<file path="config.mk">
export PLATFORM = sky130hd
export DESIGN_NAME = decode_control_pipe
export DESIGN_NICKNAME = d
export VERILOG_FILES = /design/src/rtl/decode_control_pipe_pkg.sv /design/src/rtl/decode_control_pipe_decode.sv /design/src/rtl/decode_control_pipe.sv
export SDC_FILE = /design/constraint.sdc
export NUM_CORES = 1
export LEC_CHECK = 0
export BUFFER_PORTS_ARGS = -buffer_cell sky130_fd_sc_hd__buf_2
export CORE_MARGIN = 2
export CORE_UTILIZATION = 35
export CTS_CLUSTER_DIAMETER = 80
export CTS_CLUSTER_SIZE = 40
export DETAILED_ROUTE_END_ITERATION = 10
export PLACE_DENSITY = 0.65
export SYNTH_ARGS = -nofsm -noshare
export SYNTH_HDL_FRONTEND = slang
export SYNTH_SLANG_ARGS = --single-unit
</file>
<file path="constraint.sdc">
create_clock -name clk -period 3.8 [get_ports clk]
set_clock_uncertainty 0.05 [all_clocks]
set_input_delay 0.76 -clock clk [delete_from_list [all_inputs] [get_ports clk]]
set_output_delay 0.76 -clock clk [all_outputs]
set_load 0.05 [all_outputs]
</file>
<file path="src/rtl/decode_control_pipe_pkg.sv">
// Shared types for the RV32I decode stage: control word, encodings, ALU ops,
// opcode constants and small instruction field helpers.
package decode_control_pipe_pkg;

  typedef logic [31:0] instruction_type;

  typedef enum logic [2:0] {
    R_TYPE = 3'd0,
    I_TYPE = 3'd1,
    S_TYPE = 3'd2,
    B_TYPE = 3'd3,
    U_TYPE = 3'd4
  } encoding_type;

  typedef enum logic [3:0] {
    ALU_ADD   = 4'd0,
    ALU_SUB   = 4'd1,
    ALU_SLL   = 4'd2,
    ALU_SRL   = 4'd3,
    ALU_SRA   = 4'd4,
    ALU_XOR   = 4'd5,
    ALU_OR    = 4'd6,
    ALU_AND   = 4'd7,
    ALU_SLT   = 4'd8,
    ALU_SLTU  = 4'd9,
    ALU_PASSB = 4'd10
  } alu_op_type;

  typedef enum logic {
    BR_EQ = 1'b0,
    BR_NE = 1'b1
  } branch_cond_type;

  // All-zero value is the "do nothing" control used for illegal encodings.
  typedef struct packed {
    encoding_type    encoding;
    logic            RegWrite;
    logic            ALUSrc;
    alu_op_type      ALUOp;
    logic            MemRead;
    logic            MemWrite;
    logic            MemtoReg;
    logic            Branch;
    branch_cond_type BranchCond;
  } control_type;

  // Which update the output register performs this cycle, in priority order.
  typedef enum logic [2:0] {
    ACT_HOLD   = 3'd0,
    ACT_FLUSH  = 3'd1,
    ACT_BUBBLE = 3'd2,
    ACT_LOAD   = 3'd3,
    ACT_DRAIN  = 3'd4
  } pipe_act_type;

  localparam logic [6:0] OP_IMM    = 7'b0010011;
  localparam logic [6:0] OP_REG    = 7'b0110011;
  localparam logic [6:0] OP_LOAD   = 7'b0000011;
  localparam logic [6:0] OP_STORE  = 7'b0100011;
  localparam logic [6:0] OP_BRANCH = 7'b1100011;
  localparam logic [6:0] OP_LUI    = 7'b0110111;

  function automatic logic [4:0] rs1_field(input instruction_type instr);
    return instr[19:15];
  endfunction

  function automatic logic [4:0] rs2_field(input instruction_type instr);
    return instr[24:20];
  endfunction

  function automatic logic [4:0] rd_field(input instruction_type instr);
    return instr[11:7];
  endfunction

endpackage

</file>
<file path="src/rtl/decode_control_pipe_decode.sv">
// Purely combinational RV32I-subset decoder: control word, sign-extended
// immediate, source-register usage flags and an illegal flag.
module decode_comb
  import decode_control_pipe_pkg::*;
#(
  parameter int XLEN          = 32,
  parameter bit ENABLE_MEM    = 1'b1,
  parameter bit ENABLE_BRANCH = 1'b1
) (
  input  instruction_type   instr_i,
  output control_type       ctrl_o,
  output logic [XLEN-1:0]   imm_o,
  output logic              rs1_used_o,
  output logic              rs2_used_o,
  output logic              illegal_o
);

  logic [6:0] opcode;
  logic [2:0] funct3;
  logic [6:0] funct7;
  logic       shift_zero_ok;
  logic       shift_arith_ok;

  logic signed [11:0] imm_i12;
  logic signed [11:0] imm_s12;
  logic signed [12:0] imm_b13;
  logic signed [31:0] imm_u32;

  assign opcode = instr_i[6:0];
  assign funct3 = instr_i[14:12];
  assign funct7 = instr_i[31:25];

  // At XLEN=64 funct7[0] is shamt[5], so only the upper six bits qualify.
  assign shift_zero_ok  = (XLEN == 32) ? (funct7 == 7'b0000000)
                                       : (funct7[6:1] == 6'b000000);
  assign shift_arith_ok = (XLEN == 32) ? (funct7 == 7'b0100000)
                                       : (funct7[6:1] == 6'b010000);

  assign imm_i12 = instr_i[31:20];
  assign imm_s12 = {instr_i[31:25], instr_i[11:7]};
  assign imm_b13 = {instr_i[31], instr_i[7], instr_i[30:25], instr_i[11:8], 1'b0};
  assign imm_u32 = {instr_i[31:12], 12'b0};

  always_comb begin
    ctrl_o     = '0;
    imm_o      = '0;
    rs1_used_o = 1'b0;
    rs2_used_o = 1'b0;
    illegal_o  = 1'b1;

    case (opcode)
      OP_REG: begin
        if ((funct7 == 7'b0000000) ||
            ((funct7 == 7'b0100000) && ((funct3 == 3'b000) || (funct3 == 3'b101)))) begin
          illegal_o          = 1'b0;
          rs1_used_o         = 1'b1;
          rs2_used_o         = 1'b1;
          ctrl_o.encoding    = R_TYPE;
          ctrl_o.RegWrite    = 1'b1;
          case (funct3)
            3'b000:  ctrl_o.ALUOp = funct7[5] ? ALU_SUB : ALU_ADD;
            3'b001:  ctrl_o.ALUOp = ALU_SLL;
            3'b010:  ctrl_o.ALUOp = ALU_SLT;
            3'b011:  ctrl_o.ALUOp = ALU_SLTU;
            3'b100:  ctrl_o.ALUOp = ALU_XOR;
            3'b101:  ctrl_o.ALUOp = funct7[5] ? ALU_SRA : ALU_SRL;
            3'b110:  ctrl_o.ALUOp = ALU_OR;
            default: ctrl_o.ALUOp = ALU_AND;
          endcase
        end
      end

      OP_IMM: begin
        if (((funct3 != 3'b001) && (funct3 != 3'b101)) ||
            ((funct3 == 3'b001) && shift_zero_ok) ||
            ((funct3 == 3'b101) && (shift_zero_ok || shift_arith_ok))) begin
          illegal_o       = 1'b0;
          rs1_used_o      = 1'b1;
          imm_o           = XLEN'(imm_i12);
          ctrl_o.encoding = I_TYPE;
          ctrl_o.RegWrite = 1'b1;
          ctrl_o.ALUSrc   = 1'b1;
          case (funct3)
            3'b000:  ctrl_o.ALUOp = ALU_ADD;
            3'b001:  ctrl_o.ALUOp = ALU_SLL;
            3'b010:  ctrl_o.ALUOp = ALU_SLT;
            3'b011:  ctrl_o.ALUOp = ALU_SLTU;
            3'b100:  ctrl_o.ALUOp = ALU_XOR;
            3'b101:  ctrl_o.ALUOp = shift_arith_ok ? ALU_SRA : ALU_SRL;
            3'b110:  ctrl_o.ALUOp = ALU_OR;
            default: ctrl_o.ALUOp = ALU_AND;
          endcase
        end
      end

      OP_LOAD: begin
        if (ENABLE_MEM && (funct3 == 3'b010)) begin
          illegal_o       = 1'b0;
          rs1_used_o      = 1'b1;
          imm_o           = XLEN'(imm_i12);
          ctrl_o.encoding = I_TYPE;
          ctrl_o.RegWrite = 1'b1;
          ctrl_o.ALUSrc   = 1'b1;
          ctrl_o.ALUOp    = ALU_ADD;
          ctrl_o.MemRead  = 1'b1;
          ctrl_o.MemtoReg = 1'b1;
        end
      end

      OP_STORE: begin
        if (ENABLE_MEM && (funct3 == 3'b010)) begin
          illegal_o       = 1'b0;
          rs1_used_o      = 1'b1;
          rs2_used_o      = 1'b1;
          imm_o           = XLEN'(imm_s12);
          ctrl_o.encoding = S_TYPE;
          ctrl_o.ALUSrc   = 1'b1;
          ctrl_o.ALUOp    = ALU_ADD;
          ctrl_o.MemWrite = 1'b1;
        end
      end

      OP_BRANCH: begin
        if (ENABLE_BRANCH && ((funct3 == 3'b000) || (funct3 == 3'b001))) begin
          illegal_o         = 1'b0;
          rs1_used_o        = 1'b1;
          rs2_used_o        = 1'b1;
          imm_o             = XLEN'(imm_b13);
          ctrl_o.encoding   = B_TYPE;
          ctrl_o.ALUOp      = ALU_SUB;
          ctrl_o.Branch     = 1'b1;
          ctrl_o.BranchCond = funct3[0] ? BR_NE : BR_EQ;
        end
      end

      OP_LUI: begin
        illegal_o       = 1'b0;
        imm_o           = XLEN'(imm_u32);
        ctrl_o.encoding = U_TYPE;
        ctrl_o.RegWrite = 1'b1;
        ctrl_o.ALUSrc   = 1'b1;
        ctrl_o.ALUOp    = ALU_PASSB;
      end

      default: ;
    endcase
  end

endmodule

</file>
<file path="src/rtl/decode_control_pipe.sv">
// Registered decode stage between fetch and execute: one-entry output register
// with load-use bubbling, synchronous flush and a saturating bubble counter.
module decode_control_pipe
  import decode_control_pipe_pkg::*;
#(
  parameter int XLEN          = 32,
  parameter bit ENABLE_MEM    = 1'b1,
  parameter bit ENABLE_BRANCH = 1'b1,
  parameter int STALL_CNT_W   = 16
) (
  input  logic                   clk,
  input  logic                   rst,
  input  logic                   in_valid,
  output logic                   in_ready,
  input  instruction_type        in_instruction,
  input  logic [XLEN-1:0]        in_pc,
  input  logic                   flush,
  output logic                   out_valid,
  input  logic                   out_ready,
  output control_type            out_control,
  output logic [XLEN-1:0]        out_imm,
  output logic [XLEN-1:0]        out_pc,
  output logic [4:0]             out_rs1,
  output logic [4:0]             out_rs2,
  output logic [4:0]             out_rd,
  output logic                   out_illegal,
  output logic                   load_use_stall,
  output logic [STALL_CNT_W-1:0] stall_count
);

  // Handshake: a transfer happens on a rising edge where valid and ready are
  // both high; a producer holding valid keeps its payload stable until then.

  control_type      dec_ctrl;
  logic [XLEN-1:0]  dec_imm;
  logic             dec_rs1_used;
  logic             dec_rs2_used;
  logic             dec_illegal;

  logic                   valid_q,   valid_d;
  control_type            ctrl_q,    ctrl_d;
  logic [XLEN-1:0]        imm_q,     imm_d;
  logic [XLEN-1:0]        pc_q,      pc_d;
  logic [4:0]             rs1_q,     rs1_d;
  logic [4:0]             rs2_q,     rs2_d;
  logic [4:0]             rd_q,      rd_d;
  logic                   illegal_q, illegal_d;
  logic [STALL_CNT_W-1:0] cnt_q,     cnt_d;

  logic         hazard;
  pipe_act_type act;

  decode_comb #(
    .XLEN          (XLEN),
    .ENABLE_MEM    (ENABLE_MEM),
    .ENABLE_BRANCH (ENABLE_BRANCH)
  ) u_decode (
    .instr_i    (in_instruction),
    .ctrl_o     (dec_ctrl),
    .imm_o      (dec_imm),
    .rs1_used_o (dec_rs1_used),
    .rs2_used_o (dec_rs2_used),
    .illegal_o  (dec_illegal)
  );

  // The held load writes a register the offered instruction reads next cycle.
  assign hazard = valid_q && ctrl_q.MemRead && (rd_q != 5'd0) && in_valid &&
                  ((dec_rs1_used && (rs1_field(in_instruction) == rd_q)) ||
                   (dec_rs2_used && (rs2_field(in_instruction) == rd_q)));

  assign in_ready       = (!valid_q || out_ready) && !hazard && !flush;
  assign load_use_stall = hazard && out_ready && !flush;

  always_comb begin
    act = ACT_HOLD;
    if (flush) begin
      act = ACT_FLUSH;
    end else if (hazard && out_ready) begin
      act = ACT_BUBBLE;
    end else if (in_valid && in_ready) begin
      act = ACT_LOAD;
    end else if (out_ready && !in_valid) begin
      act = ACT_DRAIN;
    end
  end

  always_comb begin
    valid_d   = valid_q;
    ctrl_d    = ctrl_q;
    imm_d     = imm_q;
    pc_d      = pc_q;
    rs1_d     = rs1_q;
    rs2_d     = rs2_q;
    rd_d      = rd_q;
    illegal_d = illegal_q;
    cnt_d     = cnt_q;

    case (act)
      ACT_FLUSH, ACT_DRAIN: begin
        valid_d = 1'b0;
      end
      ACT_BUBBLE: begin
        valid_d = 1'b0;
        if (cnt_q != '1) begin
          cnt_d = cnt_q + STALL_CNT_W'(1);
        end
      end
      ACT_LOAD: begin
        valid_d   = 1'b1;
        ctrl_d    = dec_ctrl;
        imm_d     = dec_imm;
        pc_d      = in_pc;
        rs1_d     = rs1_field(in_instruction);
        rs2_d     = rs2_field(in_instruction);
        rd_d      = rd_field(in_instruction);
        illegal_d = dec_illegal;
      end
      default: ;
    endcase
  end

  always_ff @(posedge clk or negedge rst) begin
    if (!rst) begin
      valid_q   <= 1'b0;
      ctrl_q    <= '0;
      imm_q     <= '0;
      pc_q      <= '0;
      rs1_q     <= '0;
      rs2_q     <= '0;
      rd_q      <= '0;
      illegal_q <= 1'b0;
      cnt_q     <= '0;
    end else begin
      valid_q   <= valid_d;
      ctrl_q    <= ctrl_d;
      imm_q     <= imm_d;
      pc_q      <= pc_d;
      rs1_q     <= rs1_d;
      rs2_q     <= rs2_d;
      rd_q      <= rd_d;
      illegal_q <= illegal_d;
      cnt_q     <= cnt_d;
    end
  end

  assign out_valid   = valid_q;
  assign out_control = ctrl_q;
  assign out_imm     = imm_q;
  assign out_pc      = pc_q;
  assign out_rs1     = rs1_q;
  assign out_rs2     = rs2_q;
  assign out_rd      = rd_q;
  assign out_illegal = illegal_q;
  assign stall_count = cnt_q;

endmodule

</file>
==> impl_metrics.toml <==
[min_path]
hp-class = "register to register"
hp-start = "stall_count[12]"
whs_endpoint = "stall_count[12]"
worstHoldPathCells = 1

[clock_network]
clk_pin_slew_worst_paths_ns = 0.08
cts_resized = 0
cts_sinks = 110
cts_buffer_depth = 2
clock_latency_ns = 0.35
cts_root_buf = "clkbuf_16"
cts_tree = "yes"
post-cts-setup-buffer-count = 0
cts_made_buffers = 9
cts_hold_buf = 0
htree_levels = 3

[final_layout]
n_fill_cell = 1427
utilization_pct = 44.6
nNetsFinal = 704
most-common-layout-cells = "buf_2 (180), dfrtp_1 (110), a21oi_1 (57)"
instances_no_fill = 827
diodes = 0
area_delta_synth_final_pct = 26.2
regArea_um2 = 2750
drive_gt1_share_pct = 42.6
multi_input_area_um2 = 2320
finish.instance_area_um2 = 6700
layout_commonest_cell = "buf_2"

[worst_setup_path]
cp.arrival_ns = 2.64
r2r_slack_ns = 0.70
reg2reg_to = "out_pc[6]"
cpLargestDelayFamily = "simple AND/OR/NAND/NOR gates"
reg2reg_from = "out_rd[1]"
slowest_delay_ns = 0.52
path_cells = "buf_2 > xor2_1 > nor4_1 > buf_4 > nand4b_1 > nor2_1 > a21oi_1 > nor2_1 > buf_2"
slowest_stage = "nor4_1"
crit_type = "primary input to primary output"
reg2reg_depth = 6
cp-start-kind = "primary input"
cp.required_ns = 2.99
critPathCaptureType = "primary output"
crit_fanout = 5
path_buf_inv = 3

[timing]
fin_setup_tns_ns = 0
min_period_ns = 3.45
hold_violations = 0
tightest_slew_ns = 1.03
setup_slack_ns = 0.348
rsz0062_at_grt = "false"
holdWs_ns = 0.441
max_freq_mhz = 290
final-max-slew-violation-count = 0
finalSetupViolations = 0
finalCritPeriodShare_pct = 90.8
relSlewSlack_pct = 31.2

[synth]
ys.flop_type = "dfrtp_1"
synth-seq-cells = 110
syn-cell-area_um2 = 5310
post-synth-top-area-cell = "dfrtp_1"
yosysWarnings = 0
netlist_top_cells_area = "dfrtp_1 (52%), mux2_4 (15%), a21oi_1 (5.4%)"
avgSynthCellArea_um2 = 11.6
synth_edf_count = 0
synth_top_area_share_pct = 51.9
synth_cells = 458
synth_cell_type_count = 51
async_flop_share_pct = 100
yosysSeqAreaShare_pct = 51.9
synth_fp_nets = 528

[route]
first_pass_iters = 6
drt_iter0_drc = 194
via_per_inst = 5.07
antenna_left = 0
wl_per_cell_um = 16.8
via_count = 4192
drc = 0
drt-total-wl_um = 13900

[floorplan]
initial_utilization_pct = 35.3
ios = 182
die_w_um = 127
rows = 45
fp.dieArea_um2 = 16200
core_area_um2 = 15000
die_y_um = 127

[pwr]
total_power_mw = 3.46
p_per_area_nw_per_um2 = 516
ir_worst_vdd_uv = 244
p_leak_nw = 3.26

[placed_design]
io_buffers = 181
hpwl_um = 10100
pre_cts_ws_ns = 0.328
placed_area_um2 = 6360
gp_congestion = 0.869
dp.cells = 811

[global_routing]
gr-usage-met3_pct = 3.06
grt_pass1_wl_um = 21900
grt_max_degree = 74
use_met2_pct = 27.0
grt_usage_pct = 17.2
groute.layer.met1.usage_pct = 24.3
gr-total-overflow = 0
busiest_layer = "met2"
grt_pass1_vias = 4105
antenna_found_initial = 0

[run_status]
status = "finished clean"

[run]
maxCapViolCount = 0
metal layers:
metal	routed length [um]	part of all wire (%)	vias up
li1	-	-	1973
met1	6420	46	2048
met2	6470	47	155
met3	803	5.8	16
met4	182	1.3	0
met5	0	0	-
where the power goes:
part | internal (mW) | switching (mW) | leakage (nW)
registers | 1.30 | 0.0839 | 1.35
clock network | 0.597 | 0.471 | 0.167
logic | 0.292 | 0.711 | 1.74
Yosys cell counts, types with 2 or more instances:
master	number
buf_4	3
nand2b_1	10
and4_1	2
nand2_1	15
xnor2_1	7
or2_2	2
nand4_1	6
nand3b_1	3
a21oi_1	57
clkbuf_1	5
a211oi_1	2
nor3_1	8
nor2_1	48
nor4_1	7
inv_1	15
a22oi_1	7
and3_1	2
dfrtp_1	110
mux2_2	2
o211ai_1	4
and2_1	2
nand3_1	13
buf_2	3
o21ai_1	9
mux2_4	53
o21ai_0	4
buf_6	12
or3_1	2
or4_1	2
a31oi_1	4
nand4b_1	2
xor2_1	18
final cells by class:
| class | instances | share of cell area, % |
|---|---|---|
| multi-input cells | 308 | 34.6 |
| flip-flops and latches | 110 | 41.1 |
| repair buffers | 189 | 14.8 |
| clock buffers | 9 | 3.36 |
| clock inverters | 7 | 1.74 |
| well taps | 188 | 3.51 |
| inverters | 16 | 0.896 |
sequential cells by signal, indices dropped and copies added, names as in the netlist, 5 cells and up:
name         flops
out_control     13
out_imm         32
out_pc          32
stall_count     16
out_rs1          5
out_rs2          5
out_rd           5
worst max-delay path by stage:
stage | cells after the start | end | start | slack [ns]
finish | 9 | load_use_stall | in_instruction[19] | 0.35
global route | 9 | load_use_stall | in_instruction[19] | 0.19
CTS | 8 | load_use_stall | in_instruction[6] | 0.37
detailed placement | 8 | out_pc[23] | in_instruction[6] | 0.33
global placement | 8 | out_pc[22] | in_instruction[6] | 0.39
floorplan | 7 | in_ready | in_instruction[14] | 0.15
cells by family after synthesis:
kind of cell / count (synthesis) / synth area share [%]
muxes: 55 / 15.4
xor gates and xnor gates: 25 / 4.13
AOI/OAI and AO/OA: 94 / 10.1
and+or+nand+nor: 133 / 13.4
DFF: 110 / 51.9
buffers and inverters: 40 / 4.81
adders and majority gates: 1 / 0.236
Power figures use the tool's default switching activity.
